`src/rtl/dram_ctrl_seq.sv`:
```
// dram_ctrl_seq
// Sequences the off-chip DRAM on behalf of the on-chip DRAM slave. It accepts
// one word request at a time and issues ACT/RD/WR/PRE commands with
// programmable spacing. The row stays open after an access, so a later access
// to the same row skips the ACT. Read data or a write completion goes back on a
// valid/ready response channel.
//
// Ports
//   clk, rst                      clock, synchronous active-high reset
//   req_valid/req_ready           request handshake
//   req_write, req_addr[20:0]     1=write; word address row=[20:10], col=[9:0]
//   req_wdata[31:0], req_wstrb    write data and active-high byte enables
//   rsp_valid/rsp_ready           response handshake, held until accepted
//   rsp_write, rsp_rdata[31:0]    1=write completion, read data (0 for writes)
//   DRAM_CSn/RASn/CASn/WEn[3:0]   active-low command pins
//   DRAM_A[10:0], DRAM_D[31:0]    address (row or {0,col}) and write data
//   DRAM_Q[31:0], DRAM_valid      read data returned by the DRAM
module dram_ctrl_seq #(
    parameter int T_RCD = 5,
    parameter int T_RP  = 5,
    parameter int T_WR  = 5,
    parameter int CNT_W = 4
) (
    input  logic        clk,
    input  logic        rst,
    input  logic        req_valid,
    output logic        req_ready,
    input  logic        req_write,
    input  logic [20:0] req_addr,
    input  logic [31:0] req_wdata,
    input  logic [3:0]  req_wstrb,
    output logic        rsp_valid,
    input  logic        rsp_ready,
    output logic        rsp_write,
    output logic [31:0] rsp_rdata,
    output logic        DRAM_CSn,
    output logic        DRAM_RASn,
    output logic        DRAM_CASn,
    output logic [3:0]  DRAM_WEn,
    output logic [10:0] DRAM_A,
    output logic [31:0] DRAM_D,
    input  logic [31:0] DRAM_Q,
    input  logic        DRAM_valid
);

    localparam logic [3:0] S_IDLE  = 4'd0;
    localparam logic [3:0] S_PRE   = 4'd1;
    localparam logic [3:0] S_PRE_W = 4'd2;
    localparam logic [3:0] S_ACT   = 4'd3;
    localparam logic [3:0] S_ACT_W = 4'd4;
    localparam logic [3:0] S_CAS   = 4'd5;
    localparam logic [3:0] S_RD_W  = 4'd6;
    localparam logic [3:0] S_WR_W  = 4'd7;
    localparam logic [3:0] S_RSP   = 4'd8;

    logic [3:0]       state_q, state_d;
    logic [CNT_W-1:0] cnt_q, cnt_d;
    logic             rowOpen_q, rowOpen_d;
    logic [10:0]      openRow_q, openRow_d;
    logic             write_q, write_d;
    logic [20:0]      addr_q, addr_d;
    logic [31:0]      wdata_q, wdata_d;
    logic [3:0]       wstrb_q, wstrb_d;
    logic             started_q, started_d;
    logic             csn_q, csn_d, rasn_q, rasn_d, casn_q, casn_d;
    logic [3:0]       wen_q, wen_d;
    logic [10:0]      a_q, a_d;
    logic [31:0]      d_q, d_d;
    logic             reqReady_q, reqReady_d;
    logic             rspValid_q, rspValid_d;
    logic             rspWrite_q, rspWrite_d;
    logic [31:0]      rspRdata_q, rspRdata_d;
    logic             accept;

    assign accept = req_valid && reqReady_q;

    // Next-state, timing counter and request latch. Every command output is
    // computed from the state being entered so the registered pins show the
    // command during the first cycle of that state.
    always_comb begin
        state_d    = state_q;
        cnt_d      = (cnt_q != '0) ? cnt_q - 1'b1 : '0;
        rowOpen_d  = rowOpen_q;
        openRow_d  = openRow_q;
        write_d    = accept ? req_write : write_q;
        addr_d     = accept ? req_addr  : addr_q;
        wdata_d    = accept ? req_wdata : wdata_q;
        wstrb_d    = accept ? req_wstrb : wstrb_q;
        started_d  = started_q | accept;
        rspWrite_d = rspWrite_q;
        rspRdata_d = rspRdata_q;

        case (state_q)
            S_IDLE: begin
                if (accept) begin
                    if (rowOpen_q && (req_addr[20:10] == openRow_q)) state_d = S_CAS;
                    else if (rowOpen_q)                             state_d = S_PRE;
                    else                                            state_d = S_ACT;
                end
            end
            S_PRE, S_PRE_W: state_d = (cnt_q == '0) ? S_ACT : S_PRE_W;
            S_ACT, S_ACT_W: state_d = (cnt_q == '0) ? S_CAS : S_ACT_W;
            S_CAS: begin
                if (!write_q)              state_d = S_RD_W;
                else if (wstrb_q == 4'h0)  state_d = S_RSP;
                else if (cnt_q == '0)      state_d = S_RSP;
                else                       state_d = S_WR_W;
            end
            S_RD_W: if (DRAM_valid) state_d = S_RSP;
            S_WR_W: if (cnt_q == '0) state_d = S_RSP;
            S_RSP:  if (rsp_ready) state_d = S_IDLE;
            default: state_d = S_IDLE;
        endcase

        // The single-cycle command states load the wait that follows them.
        if (state_d != state_q) begin
            case (state_d)
                S_PRE:   cnt_d = CNT_W'(T_RP - 1);
                S_ACT:   cnt_d = CNT_W'(T_RCD - 1);
                S_CAS:   cnt_d = CNT_W'(T_WR - 1);
                default: ;
            endcase
        end

        if (state_d == S_PRE) rowOpen_d = 1'b0;
        if (state_d == S_ACT) begin
            rowOpen_d = 1'b1;
            openRow_d = addr_d[20:10];
        end

        // Entering RSP captures the read word, or zero for a write completion.
        if ((state_d == S_RSP) && (state_q != S_RSP)) begin
            rspWrite_d = write_q;
            rspRdata_d = write_q ? 32'h0 : DRAM_Q;
        end
        rspValid_d = (state_d == S_RSP);
        reqReady_d = (state_d == S_IDLE);
    end

    // DRAM pin values for the cycle being entered. Anything that is not a real
    // command is a NOP; the chip stays deselected until the first request.
    always_comb begin
        csn_d  = ~started_d;
        rasn_d = 1'b1;
        casn_d = 1'b1;
        wen_d  = 4'hF;
        a_d    = a_q;
        d_d    = d_q;
        case (state_d)
            S_PRE: begin
                csn_d  = 1'b0;
                rasn_d = 1'b0;
                wen_d  = 4'h0;
            end
            S_ACT: begin
                csn_d  = 1'b0;
                rasn_d = 1'b0;
                a_d    = addr_d[20:10];
            end
            S_CAS: begin
                if (!write_d) begin
                    csn_d  = 1'b0;
                    casn_d = 1'b0;
                    a_d    = {1'b0, addr_d[9:0]};
                end else if (wstrb_d != 4'h0) begin
                    csn_d  = 1'b0;
                    casn_d = 1'b0;
                    wen_d  = ~wstrb_d;
                    a_d    = {1'b0, addr_d[9:0]};
                    d_d    = wdata_d;
                end
            end
            default: ;
        endcase
    end

    // All state and every output pin is registered; reset abandons any
    // sequence in flight and forgets the open row.
    always_ff @(posedge clk) begin
        if (rst) begin
            state_q    <= S_IDLE;
            cnt_q      <= '0;
            rowOpen_q  <= 1'b0;
            openRow_q  <= '0;
            write_q    <= 1'b0;
            addr_q     <= '0;
            wdata_q    <= '0;
            wstrb_q    <= '0;
            started_q  <= 1'b0;
            csn_q      <= 1'b1;
            rasn_q     <= 1'b1;
            casn_q     <= 1'b1;
            wen_q      <= 4'hF;
            a_q        <= '0;
            d_q        <= '0;
            reqReady_q <= 1'b0;
            rspValid_q <= 1'b0;
            rspWrite_q <= 1'b0;
            rspRdata_q <= '0;
        end else begin
            state_q    <= state_d;
            cnt_q      <= cnt_d;
            rowOpen_q  <= rowOpen_d;
            openRow_q  <= openRow_d;
            write_q    <= write_d;
            addr_q     <= addr_d;
            wdata_q    <= wdata_d;
            wstrb_q    <= wstrb_d;
            started_q  <= started_d;
            csn_q      <= csn_d;
            rasn_q     <= rasn_d;
            casn_q     <= casn_d;
            wen_q      <= wen_d;
            a_q        <= a_d;
            d_q        <= d_d;
            reqReady_q <= reqReady_d;
            rspValid_q <= rspValid_d;
            rspWrite_q <= rspWrite_d;
            rspRdata_q <= rspRdata_d;
        end
    end

    assign req_ready = reqReady_q;
    assign rsp_valid = rspValid_q;
    assign rsp_write = rspWrite_q;
    assign rsp_rdata = rspRdata_q;
    assign DRAM_CSn  = csn_q;
    assign DRAM_RASn = rasn_q;
    assign DRAM_CASn = casn_q;
    assign DRAM_WEn  = wen_q;
    assign DRAM_A    = a_q;
    assign DRAM_D    = d_q;

endmodule

```
`config.mk`:
```
export PLATFORM = sky130hd
export DESIGN_NAME = dram_ctrl_seq
export DESIGN_NICKNAME = d
export VERILOG_FILES = /design/src/rtl/dram_ctrl_seq.sv
export SDC_FILE = /design/constraint.sdc
export NUM_CORES = 1
export LEC_CHECK = 0
export ABC_AREA = 1
export CAP_MARGIN = 10
export CELL_PAD_IN_SITES_DETAIL_PLACEMENT = 0
export CELL_PAD_IN_SITES_GLOBAL_PLACEMENT = 1
export CORE_MARGIN = 4
export CORE_UTILIZATION = 41
export DETAILED_ROUTE_END_ITERATION = 12
export DONT_BUFFER_PORTS = 1
export HOLD_SLACK_MARGIN = 0.02
export PLACE_DENSITY = 0.77
export SLEW_MARGIN = 10
export SYNTH_ARGS = -nofsm -noshare
export SYNTH_HDL_FRONTEND = slang
export SYNTH_SLANG_ARGS = --single-unit
```
`constraint.sdc`:
```
create_clock -name clk -period 1.9 [get_ports clk]
set_input_delay 0.38 -clock clk [delete_from_list [all_inputs] [get_ports clk]]
set_output_delay 0.38 -clock clk [all_outputs]
set_load 0.05 [all_outputs]
```
==> results of run 1 <==
-- kinds of logic (layout without fill, tap and decap cells) --
group | count (synthesis) | after routing | share of synthesized area [%]
and+or+nand+nor | 355 | 355 | 23.3
AOI/OAI and AO/OA | 121 | 121 | 10.8
xor gates and xnor gates | 3 | 3 | 0.405
DFF | 164 | 164 | 50.6
muxes | 42 | 42 | 6.48
buffers and inverters | 125 | 185 | 8.46
-- power groups by stage --
stage / clock network, mW / registers [mW] / logic, mW
5_1_grt: 3.42 / 4.54 / 3.76
3_5_place_dp: 0 / 4.53 / 2.62
3_3_place_gp: 0 / 4.51 / 2.56
2_1_floorplan: 0 / 4.48 / 1.82
4_1_cts: 3.27 / 4.47 / 2.73
6_report: 3.21 / 4.50 / 3.39
-- layout by cell type (no fill, tap or decap), types with 2 or more instances in the layout --
master,n
inv_2,7
and2_1,32
nor3_1,3
nand2_4,4
buf_12,8
nand3_2,6
o21ai_0,33
clkinv_4,4
a22oi_2,28
inv_4,2
nor2_4,8
clkbuf_16,22
dfxtp_4,5
nand4_1,2
a22oi_1,3
o21ai_1,33
xnor2_1,3
inv_6,2
o21a_1,4
a21oi_2,3
mux2i_1,41
a21oi_1,14
nand4_4,2
inv_1,72
nor2_1,135
dlygate4sd3_1,17
clkbuf_1,3
dfxtp_1,156
buf_6,9
nand2_2,15
clkinv_2,5
nand3_1,6
dfxtp_2,3
nand2_1,132
buf_4,30
nor2_2,5
-- area by class of cell --
cell class | instances | share of cell area (%)
clock inverters | 12 | 1.29
flip-flops and latches | 164 | 40.1
clock buffers | 20 | 5.30
multi-input cells | 521 | 36.2
inverters | 82 | 3.86
repair buffers | 71 | 10.0
well taps | 211 | 3.20
-- metal layers --
layer  part of all wire (%)  global-route usage [%]
met5                      0                       0
met4                    1.6                    6.29
met3                    8.0                    7.39
met2                     49                    30.0
met1                     41                    23.5
-- what timing repair did --
action,4_1_cts,5_1_grt
setup endpoints to repair,84,104
pin swaps,3,22
endpoints found under the hold margin,33,9
gates cloned,0,7
setup buffers,0,5
resized for setup,14,96
hold buffers,17,1
-- worst max-delay path by stage --
stage	startpoint	endpoint	slack, ns
floorplan	req_ready	DRAM_D[23]	0.07
global placement	state_q[1]	DRAM_A[8]	-0.09
CTS	cnt_q[1]	DRAM_A[7]	0.0005
finish	state_q[0]	DRAM_A[8]	-0.01
global route	state_q[2]	DRAM_A[10]	-0.15
detailed placement	state_q[0]	DRAM_A[5]	-0.08
-- per-stage QoR --
stage	std cells	setup WS (ns)	TNS, ns	power, mW
2_1_floorplan	810	0.0727	0	6.29
3_3_place_gp	1019	-0.0853	-0.756	7.08
3_5_place_dp	1019	-0.0780	-0.925	7.15
4_1_cts	1068	0.000483	0	10.5
5_1_grt	1081	-0.153	-5.95	11.7
6_report	1081	-0.0148	-0.0581	11.1
-- synth_stat cells (2+ instances only) --
cell type and n:
inv_1 78, o21ai_0 35, xnor2_1 3, o21a_1 4
clkbuf_1 16, inv_2 4, buf_2 16, buf_6 7
o21ai_1 32, dfxtp_1 164, nor2_1 145, nor3_1 4
nand4_1 2, nor2_2 3, nand3_1 12, nand2_1 148
a22oi_1 31, and2_1 32, a21oi_1 17, mux2i_1 42
buf_4 2, nand2_2 3, buf_1 2
-- sequential cells by signal (all words and copies together) (netlist names), 4 cells and up --
signal and cells:
openRow_q 11, wdata_q 32, DRAM_WEn 4, DRAM_A 11, wstrb_q 4, state_q 4
rsp_rdata 32, cnt_q 4, addr_q 21, DRAM_D 32
-- worst max-delay path: stages (launching register included) --
cell,delay [ns]
dfxtp_4,0.40
inv_2,0.06
nor2_1,0.12
nand3_2,0.11
nor2_1,0.10
nor2_1,0.05
nand2_2,0.06
inv_2,0.06
nor2_8,0.13
buf_6,0.11
nand4_1,0.14
nand2_4,0.16
clkbuf_16,0.16
nand2_1,0.04
nand2_1,0.05
nor2_1,0.04
==> reports/qor.txt, run 1 <==
# fillers - 1414
hold-critical path endpoint - wdata_q[17]
Max-slew headroom - 56.0%
R2R Setup Slk - -0.01 ns
clk_skew - 0.0155 ns
Logic pwr share - 30.5%
cell taking the most area after synthesis - dfxtp_1
multi-input logic area - 2990 um2
status - complete, but fails checks
Switching Fraction - 35.5%
remaining global-route overflow - 0
NetSw - 3.94 mW
post-synthesis register bit count - 164
GRT Total Usage - 18.9%
first-pass GRT wire length - 26600 um
I/O pin cnt - 180
Setup CP Type - flop to flop
# rows - 45
clk root buf - clkbuf_16
crit start category - flop
Register Area - 3310 um2
post-synth top area share - 50.6%
1st-pass router iterations - 4
CTS buffer count - 17
Hold Path Class - input port to flop
setup ws final - -0.0148 ns
Worst Tran Pin Value - 0.657 ns
Post-Synthesis Cells - 810
yosys warns - 0
post-synthesis cell area - 6490 um2
placed inst area - 6930 um2
PD cells - 1350 nW/um2
hold path startpoint - rst
Post-synth EDFFs - 0
Detailed Place HPWL - 11300 um
area grow syn2layout - 27.0%
ant diodes - 0
final WL - 18400 um
Buffers on Ports - 0
reg-to-reg endpoint - DRAM_A[8]
hold depth - 1
width of the die - 134 um
TritonCTS clock tree - done
Pins Over Slew Limit - 0
Cell variety after synth - 31
final setup vio count - 7
sequential fraction of the synthesis area - 50.6%
clk buf depth - 2
Routed wire per std cell - 17.0 um
number of max-cap violations - 0
average cell area after synthesis - 8.02 um2
Post-synth top flop - dfxtp_1
failing checks - setup timing
RD Place Congestion - 0.854
nets - 952
largest net degree at the start of global routing - 57
RSZ-0062 raised after global routing - yes
VDD IR max - 659 uV
r2r worst-path depth - 15
Remaining DRCs - 0
syn_nets - 905
Crit path arrival time - 2.23 ns
Pint - 7.16 mW
Fin. Hold Viols - 0
Final Cycle Share - 101%
Area contributors post-synth - dfxtp_1 (51%), nand2_1 (8.6%), nor2_1 (8.4%), mux2i_1 (6.5%), inv_1 (4.5%)
CORE AREA - 15400 um2
clock sinks - 164
fraction of layout cells with a size suffix above 1 - 20.3%
vias in the first global route - 5059
CTS clk-pin slew, worst paths - 0.06 ns
Max FO, Critical Path - 6
Max Freq - 522 MHz
post-route cell area - 8240 um2
post-route ant nets - 0
Starting DRT DRC Count - 178
initial core utilization - 42.2%
register share of total power - 40.6%
Die Height - 134 um
asr flop ratio synth - 0%
clk_lat worst skew - 0.43 ns
utilization of the core after routing - 53.6%
Crit path required time - 2.22 ns
Worst setup EP type - flop
RR Startpoint - state_q[0]
initial antenna violation count - 0
post-route minimum period - 1.91 ns
H-tree Lvls - 4
Die Area - 17900 um2
clock share of power - 28.9%
hold slack - 0.0500 ns
leakage power - 3.79 nW
total number of vias - 5340
vias per std cell - 4.94
(Power assumes the default switching activity.)
==> run 2, diff against run 1 <==
- CORE_ASPECT_RATIO: default -> 2
==> run 2 against run 1 <==
Compared with the run above: the run still ends with setup timing left; cell count fell by 3.6%; critical path depth is 3 lower; global-route usage hardly changed; power shrank 1.9%; combinational power fell by 16%; cell area fell by 5.4%; worst hold slack better by 0.049 ns; sequential share of layout area grew 2.3 points; critical endpoint is now DRAM_D[14]; largest cell class unchanged.
==> reports/qor.txt, run 2 (synthesized netlist as in run 1, its figures left out) <==
most used cell, CP - nand2_1
CORE AREA - 15500 um2 (+0.55%)
Max-slew headroom - 56.1% (+0.061 points)
placed cells - 999 (-2.0%)
Slowest-stage cell, CP - dfxtp_4
largest net degree at the start of global routing - 74 (+30%)
Pins Over Slew Limit - 0 (unchanged)
# fillers - 1462 (+3.4%)
Fin. Hold Viols - 0 (unchanged)
VDD IR max - 742 uV (+13%)
Register Area - 3300 um2 (about the same)
Switching Fraction - 34.4% (-1.0 points)
clk_lat worst skew - 0.43 ns (about the same)
most frequent cells in the layout - dfxtp_1 (158), nor2_1 (133), nand2_1 (129), inv_1 (70), mux2i_1 (42)
failing checks - setup timing
fraction of layout cells with a size suffix above 1 - 16.1% (-4.2 points)
RD Place Congestion - 0.845 (-1.0%)
post-route minimum period - 1.93 ns (+0.0184 ns)
initial antenna violation count - 1 (+1)
Die Height - 186 um (+39%)
setup ws final - -0.0332 ns (-0.0184 ns)
CTS clk-pin slew, worst paths - 0.06 ns (about the same)
Worst setup EP type - flop
leakage power - 3.63 nW (-4.3%)
number of max-cap violations - 0 (unchanged)
Crit path arrival time - 2.25 ns (+0.02 ns)
clk_skew - 0.00747 ns (-0.00798 ns)
utilization of the core after routing - 50.4% (-3.2 points)
PD cells - 1400 nW/um2 (+3.7%)
clock share of power - 32.5% (+3.6 points)
leading cell type in the layout, fill and taps excluded - dfxtp_1
NetSw - 3.75 mW (-4.8%)
Max FO, Critical Path - 35 (+29)
multi-input logic area - 2840 um2 (-4.8%)
Starting DRT DRC Count - 156 (-12%)
GRT Total Usage - 18.9% (about the same)
first-pass GRT wire length - 26800 um (+0.80%)
post-route ant nets - 0 (unchanged)
final setup vio count - 20 (+13)
Post-Place Setup Slack - -0.0838 ns (-0.00576 ns)
Worst Tran Pin Value - 0.656 ns (-0.000915 ns)
CTS buffer count - 17 (unchanged)
final WL - 17500 um (-4.6%)
vias per std cell - 5.07 (+2.6%)
status - complete, but fails checks
Hold Path Class - input port to flop
register share of total power - 41.3% (+0.7 points)
Final Cycle Share - 102% (+0.97 points)
non-filler cells, final - 1042 (-3.6%)
Detailed Place HPWL - 11800 um (+4.3%)
CP top delay family - simple AND/OR/NAND/NOR gates
Buffers on Ports - 0 (unchanged)
worst path bufs/invs - 2 (-2)
Final Power - 10.9 mW (-1.9%)
Crit path required time - 2.22 ns (about the same)
clk buf depth - 2 (unchanged)
clk root buf - clkbuf_16
Remaining DRCs - 0 (unchanged)
crit start category - flop
total number of vias - 5281 (-1.1%)
vias in the first global route - 5264 (+4.1%)
remaining global-route overflow - 0 (unchanged)
CP peak stage delay - 0.39 ns (about the same)
Max Freq - 517 MHz (-0.95%)
hold slack - 0.0987 ns (+0.0486 ns)
Logic pwr share - 26.2% (-4.3 points)
clock sinks - 164 (unchanged)
H-tree Lvls - 4 (unchanged)
nets - 925 (-2.8%)
1st-pass router iterations - 4 (unchanged)
Die Area - 18000 um2 (+0.68%)
initial core utilization - 42.0% (-0.23 points)
Routed wire per std cell - 16.8 um (-1.1%)
Setup CP Type - flop to flop
I/O pin cnt - 180 (unchanged)
# rows - 64 (+42%)
CP cell instances - nor2_4 -> nand3b_1 -> nand2_1 -> nor2_2 -> nand2_2 -> inv_4 -> nor2_8 -> nand4_4 -> buf_12 -> nand2_1 -> o21ai_1 -> and2_1
RSZ-0062 raised after global routing - yes
area grow syn2layout - 20.1%
width of the die - 97.0 um (-28%)
TritonCTS clock tree - done
Pint - 7.14 mW (-0.38%)
## run 2: path summary, 6_finish.rpt
| path | from | end | slack (ns) | cells after the start |
|---|---|---|---|---|
| setup / recovery | state_q[0] | DRAM_D[14] | -0.03 | 12 |
| setup reg to reg | state_q[0] | DRAM_D[14] | -0.03 | 12 |
| hold / removal | DRAM_Q[10] | rsp_rdata[10] | 0.1 | 2 |
| hold reg to reg | started_q | started_q | 0.46 | 2 |
## run 2: layout make-up
cell class / instances / share of cell area, %
clock inverter: 8 / 1.57
sequential: 164 / 42.4
inverter: 82 / 4.08
clock buffer: 24 / 6.18
multi-input combinational: 521 / 36.5
tap: 198 / 3.18
antenna: 1 / 0.0321
timing repair buffer: 44 / 6.10
## run 2: metrics by stage
stage / TNS (ns) / area (um2)
4_1_cts: 0 / 7540
3_5_place_dp: -2.00 / 6840
5_1_grt: -7.99 / 7790
3_3_place_gp: 0 / 6840
2_1_floorplan: 0 / 6500
6_report: -0.317 / 7790
## run 2: metal layers
metal	GRT usage (%)	vias to the layer above	part of all wire (%)
met1	16.9	2495	34
li1	-	2612	-
met2	36.8	149	56
met4	10.2	0	3.0
met5	0	-	0
met3	5.96	25	6.4
## run 2: power by group through the flow
| stage | sequential, mW | clock (mW) | combinational, mW |
|---|---|---|---|
| finish | 4.50 | 3.54 | 2.85 |
| global route | 4.53 | 3.74 | 3.19 |
| CTS | 4.46 | 3.61 | 2.66 |
| detailed placement | 4.52 | 0 | 2.56 |
| global placement | 4.51 | 0 | 2.49 |
| floorplan | 4.48 | 0 | 1.82 |
## run 2: repair_timing
item | 4_1_cts | 5_1_grt
setup buffers | 0 | 3
gates cloned | 0 | 3
hold endpoints to repair | 73 | 0
resized for setup | 14 | 61
pin swaps | 1 | 3
hold buffers | 4 | 0
setup endpoints to repair | 52 | 94
